**config.mk**
```make
export PLATFORM = sky130hd
export DESIGN_NAME = alu_arbiter
export DESIGN_NICKNAME = d
export VERILOG_FILES = /design/src/rtl/alu_arbiter.sv
export SDC_FILE = /design/constraint.sdc
export NUM_CORES = 1
export LEC_CHECK = 0
export ABC_AREA = 1
export BUFFER_PORTS_ARGS = -buffer_cell sky130_fd_sc_hd__clkbuf_2
export CAP_MARGIN = 10
export CORE_AREA = 5 5 118 120
export CTS_BUF_LIST = sky130_fd_sc_hd__clkbuf_8
export DETAILED_ROUTE_END_ITERATION = 16
export DIE_AREA = 0 0 123 125
export GPL_TIMING_DRIVEN = 0
export PLACE_DENSITY = 0.7
export SYNTH_ARGS = -nofsm -noshare
export SYNTH_HDL_FRONTEND = slang
export SYNTH_SLANG_ARGS = --single-unit
```
**constraint.sdc**
```tcl
create_clock -name clk -period 1.5 [get_ports clk]
set_input_delay 0.15 -clock clk [delete_from_list [all_inputs] [get_ports clk]]
set_output_delay 0.15 -clock clk [all_outputs]
set_load 0.1 [all_outputs]
```
**src/rtl/alu_arbiter.sv**
```systemverilog
// Two-requester round-robin front end for a shared combinational ALU, with a
// one-entry registered response buffer and per-requester saturating grant counters.
module alu_arbiter #(
  parameter int CNT_W = 16
) (
  input  logic             clk,
  input  logic             rst_n,
  input  logic             req0_valid,
  input  logic             req1_valid,
  output logic             req0_ready,
  output logic             req1_ready,
  input  logic [31:0]      req0_a,
  input  logic [31:0]      req0_b,
  input  logic [31:0]      req1_a,
  input  logic [31:0]      req1_b,
  input  logic [2:0]       req0_op,
  input  logic [2:0]       req1_op,
  output logic [31:0]      alu_srca,
  output logic [31:0]      alu_srcb,
  output logic [2:0]       alu_ctrl,
  input  logic [31:0]      alu_result,
  input  logic             alu_zero,
  output logic             rsp_valid,
  input  logic             rsp_ready,
  output logic             rsp_id,
  output logic [31:0]      rsp_result,
  output logic             rsp_zero,
  output logic [CNT_W-1:0] grant_cnt0,
  output logic [CNT_W-1:0] grant_cnt1
);

  typedef enum logic {IDLE = 1'b0, HOLD = 1'b1} state_t;

  state_t           state_q, state_d;
  logic             last_q;
  logic             rsp_id_q;
  logic [31:0]      rsp_result_q;
  logic             rsp_zero_q;
  logic [CNT_W-1:0] cnt_q [2];
  logic [CNT_W-1:0] cnt_d [2];

  logic       grant_en;
  logic [1:0] gnt;
  logic       gnt_any;

  // A full response buffer can still accept when it retires on the same edge.
  assign grant_en = (state_q == IDLE) || rsp_ready;
  // last_q == 1 means requester 0 wins a tie next.
  assign gnt[0]   = grant_en && req0_valid && (!req1_valid || last_q);
  assign gnt[1]   = grant_en && req1_valid && (!req0_valid || !last_q);
  assign gnt_any  = gnt[0] || gnt[1];

  assign req0_ready = gnt[0];
  assign req1_ready = gnt[1];

  always_comb begin
    alu_srca = '0;
    alu_srcb = '0;
    alu_ctrl = '0;
    if (gnt[0]) begin
      alu_srca = req0_a;
      alu_srcb = req0_b;
      alu_ctrl = req0_op;
    end else if (gnt[1]) begin
      alu_srca = req1_a;
      alu_srcb = req1_b;
      alu_ctrl = req1_op;
    end
  end

  always_comb begin
    state_d = state_q;
    if (gnt_any) begin
      state_d = HOLD;
    end else if (state_q == HOLD && rsp_ready) begin
      state_d = IDLE;
    end
  end

  always_comb begin
    for (int i = 0; i < 2; i++) begin
      cnt_d[i] = cnt_q[i];
      if (gnt[i] && (cnt_q[i] != {CNT_W{1'b1}})) begin
        cnt_d[i] = cnt_q[i] + {{(CNT_W-1){1'b0}}, 1'b1};
      end
    end
  end

  always_ff @(posedge clk or negedge rst_n) begin
    if (!rst_n) begin
      state_q      <= IDLE;
      last_q       <= 1'b1;
      rsp_id_q     <= 1'b0;
      rsp_result_q <= '0;
      rsp_zero_q   <= 1'b0;
      for (int i = 0; i < 2; i++) cnt_q[i] <= '0;
    end else begin
      state_q <= state_d;
      for (int i = 0; i < 2; i++) cnt_q[i] <= cnt_d[i];
      if (gnt_any) begin
        rsp_result_q <= alu_result;
        rsp_zero_q   <= alu_zero;
        rsp_id_q     <= gnt[1];
        last_q       <= gnt[1];
      end
    end
  end

  assign rsp_valid  = (state_q == HOLD);
  assign rsp_id     = rsp_id_q;
  assign rsp_result = rsp_result_q;
  assign rsp_zero   = rsp_zero_q;
  assign grant_cnt0 = cnt_q[0];
  assign grant_cnt1 = cnt_q[1];

endmodule

```
==> metrics, run 1 <==
top_reg_cell synth=dfrtp_1; DR iter-0 viols=336; setup ws final=-0.506 ns; clk root buf=clkbuf_8; dpl cell area=6770 sq um; Reg clk slew, reported paths=0.08 ns; clk_lat worst skew=0.36 ns; Synth Area per Inst=7.81 sq um; Switching Share=57.3%; H-tree levels=3; clk_skew=0.0113 ns; worst slew pin tran=0.591 ns; clock period minus worst slack=2.01 ns; Ant. Diodes=0; core footprint=12900 sq um; period utilization=134%; layout net count=1102; initial antenna violation count=2; Syn Inst Count=537; drt via density=4.97; fraction of layout cells with a size suffix above 1=61.4%; count of pins over their slew limit=0; Buffers on Ports=307; Synth top cells by count=nand2_1 (225), a22o_1 (67), dfrtp_1 (67), inv_1 (28), nor2_1 (28); RD Place Congestion=0.923; DR WL/cell=19.8 um; CP Data Required Time=1.35 ns; worst min-delay path class=input pin to flip-flop; DRC errors left=0; Die Wd=123 um; hold endpoint=rsp_result[12]; violated checks=setup timing; crit start category=flip-flop; overall power=16.4 mW; ys async rst share=100%; Net Switching=9.42 mW; peak supply drop=1.27 mV; final setup vio count=78; Layout area overhead=126%; first-pass GRT wire length=31600 um; Post-Syn Nets=711; clk buf depth=2; Hold Crit Start=alu_result[12]; CP Max Fanout=8; yosys synthesis warning count=0; io pins=308; status=finished with violations; Initial DRT Pass Iterations=7; CTS Buf Count=9; # rows=42; synth top area cells=dfrtp_1 (40%), nand2_1 (20%), a22o_1 (14%), inv_1 (2.5%), nor2_1 (2.5%); vias=5509; power density over the cells=1740 nW/um^2; fin area=9460 sq um; R2R setup slack=-0.02 ns; Clk network pwr share=11.6%; synth unique cells=27; f_max=498 MHz; top cell type's share of synthesized area=40.0%; power share of the combinational group=69.6%; Worst Hold Depth=3; unrepaired setup endpoints after global routing=yes; largest net degree at the start of global routing=43; most frequent cell after synthesis=nand2_1; die height=125 um; CTS sink count=68; Pleak=4.81 nW; synthesis-stage register bit count=68; HPWL after detailed placement=14600 um; starting density of the core=32.6%; critical path class=flip-flop to output pin; Power Internal=7.02 mW; GRT overflow=0; filler instances=839; Synth area leader=dfrtp_1; synthesized cell area=4190 sq um; max_cap viols=0; Worst slew margin=60.8%; Flop pwr share=18.8%; pre-CTS WS=-0.570 ns; GRT Total Usage=26.8%; Post-synth EDFFs=0; R2R Path Start=grant_cnt0[0]; r2r worst-path depth=10; final wirelength=22000 um; r2r endpoint=grant_cnt0[14]; Worst Setup End Kind=output pin; vias in the first global route=5512; die area=15400 sq um; sequential area share after synthesis=40.6%; Critical Path AT=1.86 ns; Fin. Hold Viols=0; TritonCTS clock tree=built; post-route ant nets=0
## metrics by stage
stage                     util, %  hold WS, ns  cells  setup TNS [ns]
after global placement       52.4        0.352   1020          -59.95
after global routing         73.5       0.0250   1109          -37.81
after floorplan                 -       -0.146    537          -15.90
after detailed placement     52.5        0.131   1021          -36.27
after CTS                    69.3      0.00979   1079          -30.41
final                        73.5       0.0250   1109          -29.57
## layer usage
metal,GRT usage (%),routed length [um],vias up
met3,8.72,1770,41
met2,45.6,11200,273
met4,8.60,590,4
li1,-,-,2564
met5,0,31,-
met1,31.9,8380,2627
## logic make-up after synthesis
logic type	after synthesis	synth area share, %
simple gates	315	32.4
compound gates	83	17.0
flops	68	40.6
buf+inv	59	7.28
xor+xnor	10	2.09
fa+ha+maj	2	0.597
## registers in the layout (all words and copies together) (netlist names)
signal      flops
rsp_result     32
grant_cnt0     16
rsp_valid       1
last_q          1
rsp_zero        1
rsp_id          1
grant_cnt1     16
## power by group through the flow
stage          Clock [mW]  Combinational (mW)  Sequential (mW)
2_1_floorplan           0                4.07             6.68
3_5_place_dp            0                9.25             3.11
3_3_place_gp            0                9.18             3.11
5_1_grt              2.03                11.8             3.17
4_1_cts              1.94                10.7             3.09
6_report             1.90                11.4             3.10
## critical path: stages, from the launching register on
cell and delay [ns]:
dfstp_2 0.55, nand2_2 0.06, nand3_4 0.09, inv_8 0.06, buf_12 0.14, clkbuf_16 0.15, a22o_4 0.25, clkbuf_16 0.19
## area by class of cell
class / count / area (sq um) / share of cell area [%]
Buffer: 22 / 319 / 3.37
Timing Repair inverter: 1 / 6.26 / 0.0662
Inverter: 35 / 154 / 1.63
Sequential cell: 68 / 1790 / 18.9
Clock buffer: 9 / 124 / 1.31
Timing Repair Buffer: 381 / 3770 / 39.8
Tap cell: 176 / 220 / 2.33
Clock inverter: 7 / 124 / 1.31
Multi-Input combinational cell: 410 / 2950 / 31.2
## worst max path at each step
stage | startpoint | end | slack (ns) | cells past startpoint
2_1_floorplan | rsp_valid | alu_srcb[15] | -0.23 | 6
3_3_place_gp | last_q | alu_srca[22] | -0.55 | 7
3_5_place_dp | last_q | alu_srcb[13] | -0.57 | 7
4_1_cts | last_q | alu_srcb[24] | -0.51 | 9
5_1_grt | last_q | alu_srcb[17] | -0.57 | 7
6_report | last_q | alu_srcb[17] | -0.51 | 7
## cell usage in the layout (no fill, tap or decap), types with 2 or more instances in the layout
| master | netlist | routed |
|---|---|---|
| nand4_1 | 11 | 11 |
| clkbuf_2 | 0 | 233 |
| buf_6 | 5 | 9 |
| clkbuf_8 | 0 | 9 |
| nor2_2 | 7 | 7 |
| buf_8 | 0 | 3 |
| inv_4 | 1 | 3 |
| nor2_1 | 28 | 24 |
| nand2_4 | 1 | 6 |
| a22o_4 | 0 | 67 |
| inv_1 | 28 | 27 |
| inv_6 | 0 | 2 |
| o21ai_2 | 12 | 13 |
| ha_4 | 0 | 2 |
| clkinv_4 | 0 | 3 |
| buf_4 | 2 | 28 |
| bufinv_16 | 0 | 3 |
| clkbuf_16 | 0 | 64 |
| buf_2 | 16 | 4 |
| o21ai_1 | 1 | 2 |
| nand3_4 | 1 | 4 |
| dlygate4sd3_1 | 0 | 29 |
| inv_2 | 6 | 3 |
| dfrtp_1 | 67 | 34 |
| nor2_4 | 3 | 7 |
| dfrtp_4 | 0 | 19 |
| nand2_1 | 225 | 201 |
| nand2_2 | 14 | 32 |
| dfrtp_2 | 0 | 14 |
| nand3_1 | 20 | 20 |
| buf_16 | 0 | 2 |
| clkbuf_4 | 0 | 3 |
| xor2_1 | 5 | 5 |
| buf_12 | 1 | 27 |
| xnor2_1 | 5 | 5 |
## what timing repair did
| item | 4_1_cts | 5_1_grt |
|---|---|---|
| cloned | 3 | 6 |
| buffers inserted | 11 | 27 |
| resized for setup | 235 | 79 |
| setup endpoints to repair | 124 | 132 |
| hold buffers | 29 | 0 |
| pin swaps | 3 | 20 |
| hold endpoints to repair | 54 | 0 |
No activity file was read; power rests on OpenSTA's default activity.
==> inputs of run 2 (changes only) <==
--- a/config.mk
+++ b/config.mk
@@ -14,6 +14,7 @@
 export DIE_AREA = 0 0 123 125
 export GPL_TIMING_DRIVEN = 0
 export PLACE_DENSITY = 0.7
+export RECOVER_POWER = 50
 export SYNTH_ARGS = -nofsm -noshare
 export SYNTH_HDL_FRONTEND = slang
 export SYNTH_SLANG_ARGS = --single-unit
==> metrics, run 2 (synthesis results as in run 1) <==
status=finished with violations (unchanged); violated checks=setup timing (unchanged); Flop pwr share=18.9% (was 18.8%); clock period minus worst slack=2.01 ns (about the same); filler instances=843 (was 839); commonest non-fill, non-tap cells in the layout=clkbuf_2 (234), nand2_1 (201), a22o_4 (67), clkbuf_16 (64), dfrtp_1 (34) (was clkbuf_2 (233), nand2_1 (201), a22o_4 (67), clkbuf_16 (64), dfrtp_1 (34)); CTS Buf Count=9 (unchanged); setup ws final=-0.507 ns (was -0.506 ns); CTS sink count=68 (unchanged); Critical Path AT=1.86 ns (about the same); Switching Share=57.3% (about the same); Hold Crit Start=alu_result[12] (unchanged); clk_skew=0.0113 ns (about the same); peak supply drop=1.27 mV (about the same); Ant. Diodes=0 (unchanged); R2R Path Start=rsp_valid (was grant_cnt0[0]); CP Data Required Time=1.35 ns (about the same); largest net degree at the start of global routing=43 (unchanged); H-tree levels=3 (unchanged); core footprint=12900 sq um (unchanged); clk root buf=clkbuf_8 (unchanged); f_max=498 MHz (about the same); initial antenna violation count=2 (unchanged); Clk network pwr share=11.6% (about the same); Buffers & Inverters on Critical Path=4 (unchanged); CP Cell Sequence=nand2_2 -> nand3_4 -> inv_8 -> buf_12 -> clkbuf_16 -> a22o_4 -> clkbuf_16 (unchanged); final setup vio count=117 (was 78); Final Util=73.3% (was 73.5%); count of pins over their slew limit=0 (unchanged); Buffers on Ports=307 (unchanged); worst slew pin tran=0.726 ns (was 0.591 ns); critical path class=flip-flop to output pin (unchanged); final wirelength=22000 um (about the same); most used cell, CP=clkbuf_16 (unchanged); Die Wd=123 um (unchanged); # rows=42 (unchanged); power density over the cells=1740 nW/um^2 (about the same); clk_lat worst skew=0.36 ns (about the same); power share of the combinational group=69.6% (about the same); dpl cell area=6770 sq um (unchanged); CP peak stage delay=0.55 ns (about the same); Initial DRT Pass Iterations=7 (unchanged); worst setup path start=last_q (unchanged); RD Place Congestion=0.923 (unchanged); Net Switching=9.42 mW (about the same); layout net count=1102 (unchanged); crit start category=flip-flop (unchanged); GRT overflow=0 (unchanged); vias in the first global route=5512 (unchanged); DR iter-0 viols=334 (was 336); drt via density=4.97 (about the same); max_cap viols=0 (unchanged); first-pass GRT wire length=31600 um (unchanged); Worst Setup End Kind=output pin (unchanged); HPWL after detailed placement=14600 um (unchanged); Layout area overhead=125% (was 126%); fraction of layout cells with a size suffix above 1=61.3% (was 61.4%); area of the multi-input gates=2950 sq um (unchanged); starting density of the core=32.6% (unchanged); period utilization=134% (about the same); DR WL/cell=19.8 um (about the same); unrepaired setup endpoints after global routing=yes (unchanged); CP max stage cell=dfstp_2 (unchanged); pre-CTS WS=-0.570 ns (unchanged); DRC errors left=0 (unchanged); overall power=16.4 mW (about the same); Fin. Hold Viols=0 (unchanged); TritonCTS clock tree=built (unchanged); sequential standard cell area=1790 sq um (unchanged); Worst slew margin=51.6% (was 60.8%); final hold slack=0.0242 ns (was 0.0250 ns); Pleak=4.80 nW (was 4.81 nW); fin area=9440 sq um (was 9460 sq um); Power Internal=7.01 mW (was 7.02 mW); worst min-delay path class=input pin to flip-flop (unchanged); io pins=308 (unchanged); cell family contributing the most delay on the critical path=flip-flops (unchanged); CP Max Fanout=8 (unchanged); GRT Total Usage=26.8% (unchanged); most common cell after layout, fill and taps aside=clkbuf_2 (unchanged); clk buf depth=2 (unchanged); post-route ant nets=0 (unchanged); number of flip-flops in the largest register=32 (unchanged); die area=15400 sq um (unchanged); Reg clk slew, reported paths=0.08 ns (about the same); die height=125 um (unchanged); vias=5508 (was 5509)
[run 2: cell types whose count changed in the layout (fill, tap and decap cells not counted), sizes merged]
cell	before	now
buf	73	72
clkbuf	309	310
[run 2: final cells by class]
type | count | share of cell area (%)
Timing Repair Buffer | 381 | 39.7
Multi-Input combinational cell | 410 | 31.3
Sequential cell | 68 | 19.0
Buffer | 22 | 3.38
Tap cell | 176 | 2.33
Inverter | 35 | 1.63
Clock buffer | 9 | 1.31
Clock inverter | 7 | 1.31
Timing Repair inverter | 1 | 0.0663
[run 2: worst paths after layout]
check	to	slack (ns)	cells past startpoint
worst max-delay path	alu_srcb[17]	-0.51	7
worst max register to register	rsp_result[12]	-0.11	8
min in group asynchronous	rsp_result[18]	0.39	2
worst min register to register	rsp_result[8]	0.47	2
worst min-delay path	rsp_result[12]	0.02	3
max in group asynchronous	last_q	0.25	3
[run 2: stage by stage]
step	std cells	setup TNS, ns
2_1_floorplan	537	-15.90
3_3_place_gp	1020	-59.95
3_5_place_dp	1021	-36.27
4_1_cts	1079	-30.41
5_1_grt	1109	-43.35
6_report	1109	-33.24
[run 2: worst reg2reg max path, stage by stage, from the launching register on]
cell and delay (ns):
dfrtp_4 0.43, nand2_4 0.07, nand3_4 0.10, clkbuf_1 0.37, nand2_8 0.12, inv_2 0.15, buf_4 0.19, nand2_1 0.07
nand2_1 0.06
[run 2: power groups by stage]
stage / logic, mW / registers (mW) / clock network [mW]
final: 11.4 / 3.10 / 1.90
after detailed placement: 9.25 / 3.11 / 0
after floorplan: 4.07 / 6.68 / 0
after global routing: 11.8 / 3.17 / 2.03
after global placement: 9.18 / 3.11 / 0
after CTS: 10.7 / 3.09 / 1.94
[run 2: what timing repair did]
action / in CTS / in global routing
cloned: 3 / 6
pin swaps: 3 / 20
setup buffers: 11 / 27
hold buffers: 29 / 0
endpoints found under the setup margin: 124 / 132
resized for setup: 235 / 79
endpoints found under the hold margin: 54 / 0
[run 2: per-layer routing]
metal	global-route usage, %	vias to the layer above	routed length, um	part of all wire, %
met2	45.6	270	11200	51
met5	0	-	31	0.14
li1	-	2567	-	-
met1	31.9	2626	8420	38
met3	8.72	41	1740	7.9
met4	8.60	4	593	2.7
==> inputs of run 3 (changes only) <==
--- a/config.mk
+++ b/config.mk
@@ -15,6 +15,7 @@
 export GPL_TIMING_DRIVEN = 0
 export PLACE_DENSITY = 0.7
 export RECOVER_POWER = 50
+export SKIP_LAST_GASP = 1
 export SYNTH_ARGS = -nofsm -noshare
 export SYNTH_HDL_FRONTEND = slang
 export SYNTH_SLANG_ARGS = --single-unit
==> metrics, run 3 (synthesis results as in run 1) <==
vias in the first global route=5512 (unchanged); H-tree levels=3 (unchanged); worst min-delay path class=input pin to flip-flop (unchanged); clk root buf=clkbuf_8 (unchanged); commonest non-fill, non-tap cells in the layout=clkbuf_2 (234), nand2_1 (202), a22o_4 (67), clkbuf_16 (64), dfrtp_1 (34) (was clkbuf_2 (234), nand2_1 (201), a22o_4 (67), clkbuf_16 (64), dfrtp_1 (34)); Hold Crit Start=alu_result[12] (unchanged); clock period minus worst slack=2.01 ns (about the same); Critical Path AT=1.86 ns (about the same); first-pass GRT wire length=31600 um (unchanged); CTS Buf Count=9 (unchanged); r2r worst-path depth=8 (unchanged); r2r endpoint=rsp_result[12] (unchanged); Layout area overhead=124% (was 125%); drt via density=4.96 (was 4.97); HPWL after detailed placement=14600 um (unchanged); starting density of the core=32.6% (unchanged); die area=15400 sq um (unchanged); DR iter-0 viols=338 (was 334); Worst Setup End Kind=output pin (unchanged); Worst slew margin=51.9% (was 51.6%); initial antenna violation count=2 (unchanged); power density over the cells=1740 nW/um^2 (about the same); period utilization=134% (about the same); R2R setup slack=-0.12 ns (was -0.11 ns); crit start category=flip-flop (unchanged); core footprint=12900 sq um (unchanged); number of flip-flops in the largest register=32 (unchanged); pre-CTS WS=-0.570 ns (unchanged); hold endpoint=rsp_result[12] (unchanged); layout net count=1102 (unchanged); CP Data Required Time=1.35 ns (about the same); setup ws final=-0.508 ns (was -0.507 ns); clk buf depth=2 (unchanged); R2R Path Start=rsp_valid (unchanged); GRT Total Usage=26.8% (unchanged); clk_lat worst skew=0.36 ns (about the same); CTS sink count=68 (unchanged); # rows=42 (unchanged); vias=5504 (was 5508); DR WL/cell=19.8 um (about the same); max_cap viols=0 (unchanged); final setup vio count=118 (was 117); Worst Hold Depth=3 (unchanged); most common cell after layout, fill and taps aside=clkbuf_2 (unchanged); GRT overflow=0 (unchanged); Initial DRT Pass Iterations=5 (was 7); violated checks=setup timing (unchanged); Ant. Diodes=0 (unchanged); worst slew pin tran=0.721 ns (was 0.726 ns); overall power=16.4 mW (about the same); clk_skew=0.00933 ns (was 0.0113 ns); Pleak=4.79 nW (was 4.80 nW); peak supply drop=1.27 mV (about the same); status=finished with violations (unchanged); Buffers on Ports=307 (unchanged); largest net degree at the start of global routing=43 (unchanged); TritonCTS clock tree=built (unchanged); Die Wd=123 um (unchanged); die height=125 um (unchanged); count of pins over their slew limit=0 (unchanged); Fin. Hold Viols=0 (unchanged); f_max=498 MHz (about the same); io pins=308 (unchanged); Reg clk slew, reported paths=0.08 ns (about the same); critical path class=flip-flop to output pin (unchanged); DRC errors left=0 (unchanged); RD Place Congestion=0.923 (unchanged); post-route ant nets=0 (unchanged); fraction of layout cells with a size suffix above 1=61.1% (was 61.3%); final wirelength=21900 um (was 22000 um); unrepaired setup endpoints after global routing=yes (unchanged); TNS Setup=-33.83 ns (was -33.24 ns); CP Max Fanout=8 (unchanged)
## run 3: cell counts in the layout (fill, tap and decap cells not counted)
Identical to the previous run, type by type.
## run 3: per-layer routing
layer | part of all wire [%] | global-route usage (%) | vias to the layer above | routed length, um
met5 | 0.14 | 0 | - | 31
li1 | - | - | 2568 | -
met1 | 38 | 31.9 | 2619 | 8350
met3 | 8.0 | 8.72 | 44 | 1760
met2 | 51 | 45.6 | 269 | 11200
met4 | 2.7 | 8.60 | 4 | 584
## run 3: critical path, cell delays in order, from the launching register on
cell and delay [ns]:
dfstp_2 0.55, nand2_2 0.06, nand3_4 0.09, inv_8 0.06
buf_12 0.14, clkbuf_16 0.15, a22o_4 0.25, clkbuf_16 0.19
## run 3: power breakdown
| part | switching, mW | internal, mW | total [mW] |
|---|---|---|---|
| registers | 0.631 | 2.47 | 3.10 |
| clock network | 0.789 | 1.12 | 1.90 |
| logic | 7.99 | 3.39 | 11.4 |
## run 3: repair_timing
item                                   CTS  global route
setup endpoints to repair              124           132
cloned                                   3             6
setup buffers                           11            27
hold buffers                            29             0
resized for setup                      235            71
pin swaps                                3            19
endpoints found under the hold margin   54             0
## run 3: final cells by class
| cell class | count | area (sq um) |
|---|---|---|
| clock inverter | 7 | 124 |
| multi-input combinational | 410 | 2950 |
| sequential | 68 | 1790 |
| fill | 846 | 3470 |
| timing repair buffer | 381 | 3720 |
| inverter | 35 | 154 |
| buffer | 22 | 319 |
| timing repair inverter | 1 | 6.26 |
| clock buffer | 9 | 124 |
| tap | 176 | 220 |
## run 3: worst max-delay path by stage
stage	endpoint	cells past startpoint	startpoint	slack [ns]
final	alu_srcb[17]	7	last_q	-0.51
after CTS	alu_srcb[24]	9	last_q	-0.51
after detailed placement	alu_srcb[13]	7	last_q	-0.57
after global routing	alu_srcb[17]	7	last_q	-0.57
after global placement	alu_srca[22]	7	last_q	-0.55
after floorplan	alu_srcb[15]	6	rsp_valid	-0.23
## run 3: stage by stage
| step | cells | util (%) | area (sq um) | hold WS, ns |
|---|---|---|---|---|
| final | 1109 | 73.1 | 9410 | 0.0250 |
| after global routing | 1109 | 73.1 | 9410 | 0.0250 |
| after CTS | 1079 | 69.3 | 8930 | 0.00979 |
| after detailed placement | 1021 | 52.5 | 6770 | 0.131 |
| after global placement | 1020 | 52.4 | 6740 | 0.352 |
| after floorplan | 537 | - | 4990 | -0.146 |
